==> config.mk <==
export PLATFORM = sky130hd
export DESIGN_NAME = lsq_fifo_flat
export DESIGN_NICKNAME = d
export VERILOG_FILES = /design/src/rtl/lsq_fifo_if.sv /design/src/rtl/lsq_fifo.sv /design/src/flat_wrapper.sv
export SDC_FILE = /design/constraint.sdc
export NUM_CORES = 1
export LEC_CHECK = 0
export CAP_MARGIN = 20
export CORE_AREA = 2 2 328 168
export DETAILED_ROUTE_END_ITERATION = 8
export DIE_AREA = 0 0 330 170
export DONT_BUFFER_PORTS = 1
export HOLD_SLACK_MARGIN = 0.03
export PLACE_DENSITY_LB_ADDON = 0.2
export SLEW_MARGIN = 20
export SYNTH_ARGS = -nofsm -noshare
export SYNTH_HDL_FRONTEND = slang
export SYNTH_SLANG_ARGS = --single-unit
==> constraint.sdc <==
create_clock -name clk -period 9.7 [get_ports clk]
set_input_delay 0.485 -clock clk [delete_from_list [all_inputs] [get_ports clk]]
set_output_delay 0.485 -clock clk [all_outputs]
set_load 0.01 [all_outputs]
==> src/rtl/lsq_fifo_if.sv <==
`default_nettype none
// ============================================================================
// Module  : lsq_fifo_if (with lsq_fifo_pkg)
// Brief   : AGU, data-memory and CDB signal bundle of the load/store queue.
// Revision: 1.0 - initial release
// ============================================================================

package lsq_fifo_pkg;
    typedef enum logic [2:0] {
        MEM_LB  = 3'd0,
        MEM_LH  = 3'd1,
        MEM_LW  = 3'd2,
        MEM_LBU = 3'd3,
        MEM_LHU = 3'd4,
        MEM_SB  = 3'd5,
        MEM_SH  = 3'd6,
        MEM_SW  = 3'd7
    } mem_op_e;
endpackage

interface lsq_fifo_if #(
    parameter int ROB_IDX_W = 5
);
    import lsq_fifo_pkg::*;

    logic                 agu_valid;
    logic                 agu_ready;
    logic [ROB_IDX_W-1:0] agu_rob_id;
    mem_op_e              agu_fu_opcode;
    logic [31:0]          agu_addr;
    logic [3:0]           agu_mask;
    logic [31:0]          agu_wdata;
    logic [ROB_IDX_W-1:0] rob_head_id;

    logic [31:0]          dmem_addr;
    logic [3:0]           dmem_rmask;
    logic [3:0]           dmem_wmask;
    logic [31:0]          dmem_wdata;
    logic [31:0]          dmem_rdata;
    logic                 dmem_resp;

    logic                 cdb_valid;
    logic [ROB_IDX_W-1:0] cdb_rob_id;
    logic [31:0]          cdb_rd_value;

    modport slave (
        input  agu_valid, agu_rob_id, agu_fu_opcode, agu_addr, agu_mask, agu_wdata,
        input  rob_head_id, dmem_rdata, dmem_resp,
        output agu_ready, dmem_addr, dmem_rmask, dmem_wmask, dmem_wdata,
        output cdb_valid, cdb_rob_id, cdb_rd_value
    );

    modport master (
        output agu_valid, agu_rob_id, agu_fu_opcode, agu_addr, agu_mask, agu_wdata,
        output rob_head_id, dmem_rdata, dmem_resp,
        input  agu_ready, dmem_addr, dmem_rmask, dmem_wmask, dmem_wdata,
        input  cdb_valid, cdb_rob_id, cdb_rd_value
    );
endinterface

`default_nettype wire

==> src/rtl/lsq_fifo.sv <==
`default_nettype none
// ============================================================================
// Module  : lsq_fifo
// Brief   : In-order load/store queue: one memory request at a time, CDB result.
// Revision: 1.0 - initial release
// ============================================================================

module lsq_fifo
    import lsq_fifo_pkg::*;
#(
    parameter int LSQ_DEPTH = 8,
    parameter int ROB_IDX_W = 5
) (
    input  logic        clk,
    input  logic        rst,
    lsq_fifo_if.slave   bus
);

    localparam int                PTR_W      = $clog2(LSQ_DEPTH);
    localparam logic [PTR_W:0]    C_FULL     = (PTR_W + 1)'(LSQ_DEPTH);
    localparam logic [PTR_W:0]    C_CNT_ONE  = (PTR_W + 1)'(1);
    localparam logic [PTR_W-1:0]  C_PTR_ONE  = PTR_W'(1);

    typedef enum logic [0:0] {
        ST_IDLE     = 1'b0,
        ST_MEM_WAIT = 1'b1
    } state_e;

    logic [ROB_IDX_W-1:0] r_rob   [LSQ_DEPTH];
    mem_op_e              r_op    [LSQ_DEPTH];
    logic [31:0]          r_addr  [LSQ_DEPTH];
    logic [3:0]           r_mask  [LSQ_DEPTH];
    logic [31:0]          r_wdata [LSQ_DEPTH];

    logic [PTR_W-1:0]     r_head;
    logic [PTR_W-1:0]     r_tail;
    logic [PTR_W:0]       r_count;
    state_e               r_state;
    state_e               w_state_next;

    logic [31:0]          r_dmem_addr;
    logic [3:0]           r_dmem_rmask;
    logic [3:0]           r_dmem_wmask;
    logic [31:0]          r_dmem_wdata;
    logic                 r_cdb_valid;
    logic [ROB_IDX_W-1:0] r_cdb_rob_id;
    logic [31:0]          r_cdb_rd_value;

    logic                 w_enq;
    logic                 w_deq;
    logic                 w_issue;
    logic                 w_head_is_load;
    logic                 w_eligible;
    logic [1:0]           w_lane;
    logic [31:0]          w_shifted;
    logic [31:0]          w_load_val;
    logic [31:0]          w_store_data;

    // Byte lane of the lowest enabled byte; masks arrive pre-shifted to the offset.
    function automatic logic [1:0] low_lane(input logic [3:0] mask);
        if (mask[0])      return 2'd0;
        else if (mask[1]) return 2'd1;
        else if (mask[2]) return 2'd2;
        else              return 2'd3;
    endfunction

    assign bus.agu_ready = (r_count != C_FULL);
    assign w_enq         = bus.agu_valid && bus.agu_ready;
    assign w_deq         = (r_state == ST_MEM_WAIT) && bus.dmem_resp;

    assign w_head_is_load = r_op[r_head] inside {MEM_LB, MEM_LH, MEM_LW, MEM_LBU, MEM_LHU};
    assign w_eligible     = (r_count != '0) &&
                            (w_head_is_load || (r_rob[r_head] == bus.rob_head_id));
    assign w_lane         = low_lane(r_mask[r_head]);
    assign w_shifted      = bus.dmem_rdata >> {w_lane, 3'b000};
    assign w_store_data   = r_wdata[r_head] << {w_lane, 3'b000};

    always_comb begin
        w_load_val = '0;
        case (r_op[r_head])
            MEM_LB:  w_load_val = {{24{w_shifted[7]}}, w_shifted[7:0]};
            MEM_LBU: w_load_val = {24'd0, w_shifted[7:0]};
            MEM_LH:  w_load_val = {{16{w_shifted[15]}}, w_shifted[15:0]};
            MEM_LHU: w_load_val = {16'd0, w_shifted[15:0]};
            MEM_LW:  w_load_val = w_shifted;
            default: w_load_val = '0;
        endcase
    end

    always_comb begin
        w_state_next = r_state;
        w_issue      = 1'b0;
        case (r_state)
            ST_IDLE: begin
                if (w_eligible) begin
                    w_state_next = ST_MEM_WAIT;
                    w_issue      = 1'b1;
                end
            end
            ST_MEM_WAIT: begin
                if (bus.dmem_resp) begin
                    w_state_next = ST_IDLE;
                end
            end
            default: w_state_next = ST_IDLE;
        endcase
    end

    always_ff @(posedge clk) begin
        if (w_enq) begin
            r_rob[r_tail]   <= bus.agu_rob_id;
            r_op[r_tail]    <= bus.agu_fu_opcode;
            r_addr[r_tail]  <= bus.agu_addr;
            r_mask[r_tail]  <= bus.agu_mask;
            r_wdata[r_tail] <= bus.agu_wdata;
        end
    end

    always_ff @(posedge clk or negedge rst) begin
        if (!rst) begin
            r_state <= ST_IDLE;
            r_head  <= '0;
            r_tail  <= '0;
            r_count <= '0;
        end else begin
            r_state <= w_state_next;
            if (w_enq) r_tail <= r_tail + C_PTR_ONE;
            if (w_deq) r_head <= r_head + C_PTR_ONE;
            case ({w_enq, w_deq})
                2'b10:   r_count <= r_count + C_CNT_ONE;
                2'b01:   r_count <= r_count - C_CNT_ONE;
                default: r_count <= r_count;
            endcase
        end
    end

    // Request masks are single-cycle pulses; address and write data persist until the response.
    always_ff @(posedge clk or negedge rst) begin
        if (!rst) begin
            r_dmem_addr    <= '0;
            r_dmem_rmask   <= '0;
            r_dmem_wmask   <= '0;
            r_dmem_wdata   <= '0;
            r_cdb_valid    <= 1'b0;
            r_cdb_rob_id   <= '0;
            r_cdb_rd_value <= '0;
        end else begin
            r_dmem_rmask <= '0;
            r_dmem_wmask <= '0;
            if (w_issue) begin
                r_dmem_addr <= r_addr[r_head];
                if (w_head_is_load) begin
                    r_dmem_rmask <= r_mask[r_head];
                end else begin
                    r_dmem_wmask <= r_mask[r_head];
                    r_dmem_wdata <= w_store_data;
                end
            end
            r_cdb_valid <= w_deq;
            if (w_deq) begin
                r_cdb_rob_id   <= r_rob[r_head];
                r_cdb_rd_value <= w_load_val;
            end
        end
    end

    assign bus.dmem_addr    = r_dmem_addr;
    assign bus.dmem_rmask   = r_dmem_rmask;
    assign bus.dmem_wmask   = r_dmem_wmask;
    assign bus.dmem_wdata   = r_dmem_wdata;
    assign bus.cdb_valid    = r_cdb_valid;
    assign bus.cdb_rob_id   = r_cdb_rob_id;
    assign bus.cdb_rd_value = r_cdb_rd_value;

endmodule

`default_nettype wire

==> src/flat_wrapper.sv <==
// flat-port wrapper written by rule: the top's interface ports become plain ports
module lsq_fifo_flat import lsq_fifo_pkg::*;
#(
    parameter int LSQ_DEPTH = 8,
    parameter int ROB_IDX_W = 5
)
  (clk, rst, bus_agu_valid, bus_agu_rob_id, bus_agu_fu_opcode, bus_agu_addr, bus_agu_mask, bus_agu_wdata, bus_rob_head_id, bus_dmem_rdata, bus_dmem_resp, bus_agu_ready, bus_dmem_addr, bus_dmem_rmask, bus_dmem_wmask, bus_dmem_wdata, bus_cdb_valid, bus_cdb_rob_id, bus_cdb_rd_value);
  lsq_fifo_if #(.ROB_IDX_W(ROB_IDX_W)) bus_i ();
  input  logic clk;
  input  logic rst;
  input wire logic [$bits(bus_i.agu_valid)-1:0] bus_agu_valid;
  input wire logic [$bits(bus_i.agu_rob_id)-1:0] bus_agu_rob_id;
  input wire logic [$bits(bus_i.agu_fu_opcode)-1:0] bus_agu_fu_opcode;
  input wire logic [$bits(bus_i.agu_addr)-1:0] bus_agu_addr;
  input wire logic [$bits(bus_i.agu_mask)-1:0] bus_agu_mask;
  input wire logic [$bits(bus_i.agu_wdata)-1:0] bus_agu_wdata;
  input wire logic [$bits(bus_i.rob_head_id)-1:0] bus_rob_head_id;
  input wire logic [$bits(bus_i.dmem_rdata)-1:0] bus_dmem_rdata;
  input wire logic [$bits(bus_i.dmem_resp)-1:0] bus_dmem_resp;
  output wire logic [$bits(bus_i.agu_ready)-1:0] bus_agu_ready;
  output wire logic [$bits(bus_i.dmem_addr)-1:0] bus_dmem_addr;
  output wire logic [$bits(bus_i.dmem_rmask)-1:0] bus_dmem_rmask;
  output wire logic [$bits(bus_i.dmem_wmask)-1:0] bus_dmem_wmask;
  output wire logic [$bits(bus_i.dmem_wdata)-1:0] bus_dmem_wdata;
  output wire logic [$bits(bus_i.cdb_valid)-1:0] bus_cdb_valid;
  output wire logic [$bits(bus_i.cdb_rob_id)-1:0] bus_cdb_rob_id;
  output wire logic [$bits(bus_i.cdb_rd_value)-1:0] bus_cdb_rd_value;
  assign bus_i.agu_valid = bus_agu_valid;
  assign bus_i.agu_rob_id = bus_agu_rob_id;
  assign bus_i.agu_fu_opcode = bus_agu_fu_opcode;
  assign bus_i.agu_addr = bus_agu_addr;
  assign bus_i.agu_mask = bus_agu_mask;
  assign bus_i.agu_wdata = bus_agu_wdata;
  assign bus_i.rob_head_id = bus_rob_head_id;
  assign bus_i.dmem_rdata = bus_dmem_rdata;
  assign bus_i.dmem_resp = bus_dmem_resp;
  assign bus_agu_ready = bus_i.agu_ready;
  assign bus_dmem_addr = bus_i.dmem_addr;
  assign bus_dmem_rmask = bus_i.dmem_rmask;
  assign bus_dmem_wmask = bus_i.dmem_wmask;
  assign bus_dmem_wdata = bus_i.dmem_wdata;
  assign bus_cdb_valid = bus_i.cdb_valid;
  assign bus_cdb_rob_id = bus_i.cdb_rob_id;
  assign bus_cdb_rd_value = bus_i.cdb_rd_value;
  lsq_fifo #(.LSQ_DEPTH(LSQ_DEPTH), .ROB_IDX_W(ROB_IDX_W)) u_core (.clk(clk), .rst(rst), .bus(bus_i));
endmodule
==> results of run 1 <==
## layout by cell type, fill, tap and decap left out, types with 12 or more instances in the layout
cell and instances:
mux2_4 26, nor3b_1 32, nor2_1 79, mux4_2 137, nand2_1 81, edfxtp_1 608
a22o_1 14, mux2i_1 89, dlygate4sd3_1 79, and2_1 34, clkinv_2 13, a31oi_1 16
dfrtp_1 118, nand3_1 47, a221oi_1 55, o21ai_0 60, clkbuf_16 71, buf_4 34
nand4_1 34, mux2_2 12, a21oi_1 29
## synthesized netlist by cell type, types with 2 or more instances
master | number | share of area [%]
mux4_1 | 4 | 0.35
buf_2 | 26 | 0.43
buf_1 | 15 | 0.19
a22o_1 | 14 | 0.41
a221o_1 | 8 | 0.27
mux4_2 | 137 | 10
and2_1 | 34 | 0.71
a31oi_1 | 17 | 0.36
buf_6 | 7 | 0.26
nand2_1 | 82 | 1.0
mux2_2 | 12 | 0.45
nand4_1 | 34 | 0.71
o21ai_0 | 60 | 1.0
nor2b_1 | 3 | 0.063
inv_1 | 11 | 0.14
buf_8 | 2 | 0.10
edfxtp_1 | 608 | 61
nor3_1 | 12 | 0.20
a21o_1 | 2 | 0.050
nand3_1 | 47 | 0.79
buf_4 | 4 | 0.10
mux2i_1 | 91 | 3.0
nand2b_1 | 3 | 0.063
xor2_1 | 2 | 0.059
o32ai_1 | 4 | 0.12
o31ai_1 | 3 | 0.075
clkbuf_1 | 55 | 0.69
nor3b_1 | 34 | 0.85
mux2_4 | 26 | 1.3
o22ai_1 | 9 | 0.19
a221oi_1 | 55 | 1.6
a22oi_1 | 7 | 0.18
nor2_1 | 80 | 1.0
a21oi_1 | 29 | 0.48
nor4b_1 | 2 | 0.059
or3_1 | 2 | 0.042
xnor2_1 | 7 | 0.20
o211ai_1 | 2 | 0.050
dfrtp_1 | 121 | 10
ha_1 | 5 | 0.21
mux2i_2 | 2 | 0.092
## area by class of cell
class | instances | area [um2] | share of cell area, %
Sequential cell | 729 | 21300 | 63.31
Clock buffer | 84 | 1846 | 5.487
Inverter | 11 | 41.29 | 0.1227
Clock inverter | 36 | 287.8 | 0.8555
Tap cell | 713 | 892.1 | 2.652
Antenna cell | 4 | 10.01 | 0.02976
Multi-Input combinational cell | 843 | 8170 | 24.29
Timing Repair Buffer | 115 | 1094 | 3.251
## worst register-to-register path, stage by stage, from the launching register on
cell,delay (ns)
dfrtp_4,1.13
mux2i_1,0.25
a22oi_1,0.39
a21boi_2,0.10
buf_4,0.27
or2_1,0.28
buf_4,0.28
nand4b_4,0.83
mux2_4,0.63
## routing by layer
metal	GRT usage, %	vias up	part of all wire [%]	routed length, um
met2	36.78	836	44	31380
met3	6.504	122	8.9	6297
met5	0	-	0.064	45
met4	5.430	8	1.8	1241
li1	-	6994	-	-
met1	39.73	8628	45	31690
## cell families (layout without fill, tap and decap cells)
| group | count (synthesis) | count (layout) | synth area share (%) |
|---|---|---|---|
| AOI/OAI and AO/OA | 216 | 216 | 5.092 |
| xor gates and xnor gates | 10 | 10 | 0.3178 |
| adders and majority gates | 6 | 6 | 0.2759 |
| buffers and inverters | 120 | 246 | 1.915 |
| DFF | 729 | 729 | 71.12 |
| muxes | 272 | 272 | 15.55 |
| other | 0 | 4 | 0 |
| and+or+nand+nor | 339 | 339 | 5.727 |
## registers in the layout (all words and copies together), names as in the netlist, 24 cells and up
name and cells:
u_core.bus.cdb_rd_value 32, u_core.bus.dmem_addr 32, u_core.bus.dmem_wdata 32, u_core.r_addr 256
u_core.r_mask 32, u_core.r_op 24, u_core.r_rob 40, u_core.r_wdata 256
## power breakdown
part | internal, W | total (W) | switching (W) | leakage, nW
sequential | 0.00402 | 0.00454 | 0.000522 | 7.03
combinational | 0.00160 | 0.00400 | 0.00240 | 3.47
clock | 0.00146 | 0.00259 | 0.00113 | 1.04
## final timing paths
check / start / to / slack (ns) / depth (start not counted)
hold reg to reg: u_core.bus.cdb_rob_id[3] / u_core.bus.cdb_rob_id[3] / 0.55 / 2
setup reg to reg: u_core.r_head[2] / u_core.bus.dmem_wdata[14] / 5.42 / 8
hold / removal: bus_dmem_rdata[25] / u_core.bus.cdb_rd_value[25] / 0.06 / 2
max in group asynchronous: rst / u_core.r_head[1] / 8.53 / 2
setup / recovery: u_core.r_head[2] / u_core.bus.dmem_wdata[14] / 5.42 / 8
min in group asynchronous: rst / u_core.bus.cdb_rob_id[3] / 0.45 / 2
## what timing repair did
action                                  in CTS  in global routing
endpoints found under the setup margin       0                  0
hold endpoints to repair                   731                  0
hold buffers                                80                  0
## metrics by stage
step	utilization, %	area, um2	instances
after floorplan	-	29930	1692
after global placement	57.69	30660	2330
after detailed placement	57.69	30660	2330
after CTS	63.24	33610	2530
after global routing	63.27	33630	2531
final	63.29	33640	2535
==> flow_summary.ini, run 1 <==
[pwr]
power_density_nw_per_um2 = 331.1
finalPower_w = 0.01114
peakVddDrop_mv = 0.1895
p_leak_nw = 11.54

[cts]
cts_tree = built
path_clk_slew_ns = 0.07
cts_max_level = 3
clkSinkCount = 729
clk_latency_ns = 0.60
cts_max_path_buffers = 3
cts_root_buf = clkbuf_16
cts_resized = 0
cts_inserted_buffers = 66
post-cts-setup-buffers = 0

[synth]
synth_fp_nets = 1815
synth-edff-count = 608
syn_inst = 1692
netlist_area_um2 = 29930
async_reset_ff_share_pct = 16.60
ys_warn_count = 0
synth-main-ff-cell = edfxtp_1
avgSynthCellArea_um2 = 17.69
synth.distinct_cells = 55
ys_ff_latch = 729
yosysSeqAreaShare_pct = 71.12

[global_routing]
grt_max_degree = 122
grt_pass1_vias = 16430
overflow = 0
grt_pass1_wl_um = 106400
grt_usage_pct = 25.54
grt_antenna_before_repair = 8

[floorplan]
dieWidth_um = 330
coreArea_um2 = 53150
ios = 228
row_count = 60
die_y_um = 170
dieArea_um2 = 56100
start_util_pct = 56.31

[placed_design]
gp_congestion = 0.8866
pre_cts_ws_ns = 5.456
dpl.hpwl_um = 41570
portBuffers = 0

[worst_setup_path]
critical-path-top-delay-family = flip-flops
cpMostUsedCell = buf_4
critPathBufInv = 2
critPathMaxStageDelay_ns = 1.13
critPathMaxFanout = 64
critPathRequiredTime_ns = 10.16
crit_type = reg -> reg
crit_slowest_cell = dfrtp_4
start_kind = flop
endpoint_kind = flop
crit_chain = mux2i_1, a22oi_1, a21boi_2, buf_4, or2_1, buf_4, nand4b_4, mux2_4
cp.arrival_ns = 4.74

[status]
status = finished, violations left
violations = design-rule violations

[timing]
finalSetupTns_ns = 0
setup_viol = 0
fin_crit_ns = 4.280
max_freq_mhz = 233.7
fin_ws_ns = 5.420
post-route-period-util_pct = 44.12
fin_skew_ns = 0.03219
rsz0062_at_grt = false
finalHoldViolations = 0
relSlewSlack_pct = 27.60
timing.hold.ws_ns = 0.06299
maxSlewViolCount = 0
tightest_slew_ns = 1.086

[layout]
drive_above_1_share_pct = 18.43
synthToLayoutAreaGrowth_pct = 12.39
nets = 1889
final.fill_count = 3693

[routing]
wirelength_um = 70650
drt_pass1_iterations = 8
drt_iter0_drc = 1993
drc = 12
vias = 16590
antenna_left = 0
wire_per_inst_um = 27.87
viasPerCell = 6.544

[run]
maxCapViolCount = 0

[worst_hold_path]
hold_class = in -> reg
Power figures use the tool's default switching activity.
==> inputs of run 2 (changes only) <==
- CORE_AREA: 2 2 328 168 -> 2 2 319 163
- DIE_AREA: 0 0 330 170 -> 0 0 321 165
- clock period: 9.7 -> 4.2 ns (I/O delays scaled with it)
==> flow_summary.ini, run 2 (synthesized netlist as in run 1, its figures left out) <==
[worst_setup_path]
crit_slowest_cell = mux4_1
critPathMaxFanout = 27
critPathBufInv = 3
critPathRequiredTime_ns = 4.71
endpoint_kind = flop
crit_type = reg -> reg
start_kind = flop
crit_chain = buf_4, mux4_1, mux2i_2, buf_4, o21ai_0, a31oi_1, a21oi_1, dlygate4sd3_1, o21ai_0
cp.arrival_ns = 4.11
critical-path-top-delay-family = buffers and inverters
critPathMaxStageDelay_ns = 0.68

[timing]
maxSlewViolCount = 0
rsz0062_at_grt = false
tightest_slew_ns = 1.005
finalHoldViolations = 0
post-route-period-util_pct = 85.58
max_freq_mhz = 278.2
relSlewSlack_pct = 33.00
finalSetupTns_ns = 0
timing.hold.ws_ns = 0.01877
fin_skew_ns = 0.02026
setup_viol = 0
fin_crit_ns = 3.595

[layout]
synthToLayoutAreaGrowth_pct = 13.33
layout_common_cells = 608 x edfxtp_1, 137 x mux4_2, 118 x dfrtp_1
finalNonFillerCells = 2520
layout_commonest_cell = edfxtp_1
drive_above_1_share_pct = 17.77
nets = 1929
reg.largest.list = u_core.r_addr: 256 flops, u_core.r_wdata: 256 flops, u_core.r_rob: 40 flops

[cts]
cts_inserted_buffers = 60
cts_max_path_buffers = 3
clk_latency_ns = 0.61
cts_hold_repair.buffers = 116
cts_tree = built
cts_root_buf = clkbuf_16
path_clk_slew_ns = 0.07
post-cts-setup-buffers = 0
clkSinkCount = 729
cts_max_level = 2
cts_resized = 0

[pwr]
sw_frac_of_total_pct = 36.53
p_leak_nw = 11.68
p_clk_share_pct = 21.6
peakVddDrop_mv = 0.4423
finalPower_w = 0.02538
internal_power_w = 0.01611
pwr-share-seq_pct = 40.7
pwr-share-comb_pct = 37.7
p_sw_w = 0.009272
power_density_nw_per_um2 = 748.3

[routing]
wirelength_um = 69450
vias = 16700
drc = 0
viasPerCell = 6.627
wire_per_inst_um = 27.56
antenna_left = 0
drt_iter0_drc = 2193
drt_pass1_iterations = 6

[floorplan]
dieArea_um2 = 52970
start_util_pct = 59.94
coreArea_um2 = 49930
ios = 228
row_count = 58
die_y_um = 165
dieWidth_um = 321

[global_routing]
top_usage_layer = met2
overflow = 0
grt_pass1_vias = 17180
globalRouteMet2Util_pct = 44.42
grt_pass1_wl_um = 103600
grt_antenna_before_repair = 5
grt_max_degree = 122
grt_usage_pct = 26.16
use_met3_pct = 4.390
grt_use_met1_pct = 34.87

[status]
status = finished, final reports clean

[run]
maxCapViolCount = 0

[placed_design]
post-place-cells = 2288
gp_congestion = 0.8582
portBuffers = 0
dpl.hpwl_um = 39160

[worst_hold_path]
hold_class = in -> reg
[run 2: cell count changes in the layout (fill, tap and decap cells not counted), moves of 3 or more]
cell	previous run	this run
clkbuf_16	71	62
buf_12	1	8
clkbuf_1	11	21
inv_6	3	0
clkbuf_8	2	9
buf_4	34	37
clkinv_1	11	7
dlygate4sd3_1	79	115
clkinv_2	13	9
[run 2: worst paths after layout]
kind                                           from                          end  slack [ns]  cells after the start
setup / recovery                   u_core.r_head[0]   u_core.bus.cdb_rd_value[5]        0.61                      9
max in group asynchronous                       rst     u_core.bus.dmem_addr[11]        3.33                      2
hold reg to reg            u_core.bus.cdb_rob_id[4]     u_core.bus.cdb_rob_id[4]        0.55                      2
min in group asynchronous                       rst  u_core.bus.cdb_rd_value[19]        0.35                      2
setup reg to reg                   u_core.r_head[0]   u_core.bus.cdb_rd_value[5]        0.61                      9
hold / removal                   bus_dmem_rdata[20]   u_core.bus.cdb_rd_value[4]        0.02                      4
[run 2: worst register-to-register path, delay by kind of cell, from the launching register on]
kind                   cells  cell delay (ns)
AO/OA/AOI/OAI              4             0.65
buffers and inverters      3             1.36
flip-flops                 1             0.63
multiplexers               2             0.87
[run 2: layout make-up]
class | instances | area, um2
Antenna cell | 3 | 7.507
Clock buffer | 92 | 1754
Clock inverter | 21 | 162.7
Fill cell | 3172 | 16010
Inverter | 11 | 41.29
Multi-Input combinational cell | 843 | 8213
Sequential cell | 729 | 21300
Tap cell | 660 | 825.8
Timing Repair Buffer | 161 | 1617
[run 2: routing by layer]
layer | vias to the layer above | share of wire (%) | wire (um)
met5 | - | 0.019 | 13
met4 | 2 | 3.0 | 2112
met3 | 184 | 7.2 | 4977
met2 | 861 | 50 | 34960
met1 | 8600 | 39 | 27380
li1 | 7053 | - | -
[run 2: power by group through the flow]
| stage | clock network (W) | registers (W) | logic (W) |
|---|---|---|---|
| floorplan | 0 | 0.0100 | 0.00696 |
| global placement | 0 | 0.0104 | 0.00885 |
| detailed placement | 0 | 0.0105 | 0.00915 |
| CTS | 0.00554 | 0.0103 | 0.00945 |
| global route | 0.00583 | 0.0104 | 0.0102 |
| finish | 0.00548 | 0.0103 | 0.00956 |
[run 2: per-stage QoR]
step	area [um2]	worst slack [ns]	utilization, %
after global routing	33920	0.3965	67.93
after global placement	30810	0.7787	61.72
final	33920	0.6055	67.93
after detailed placement	30810	0.6995	61.72
after floorplan	30000	-1.396	-
after CTS	33910	0.6876	67.92
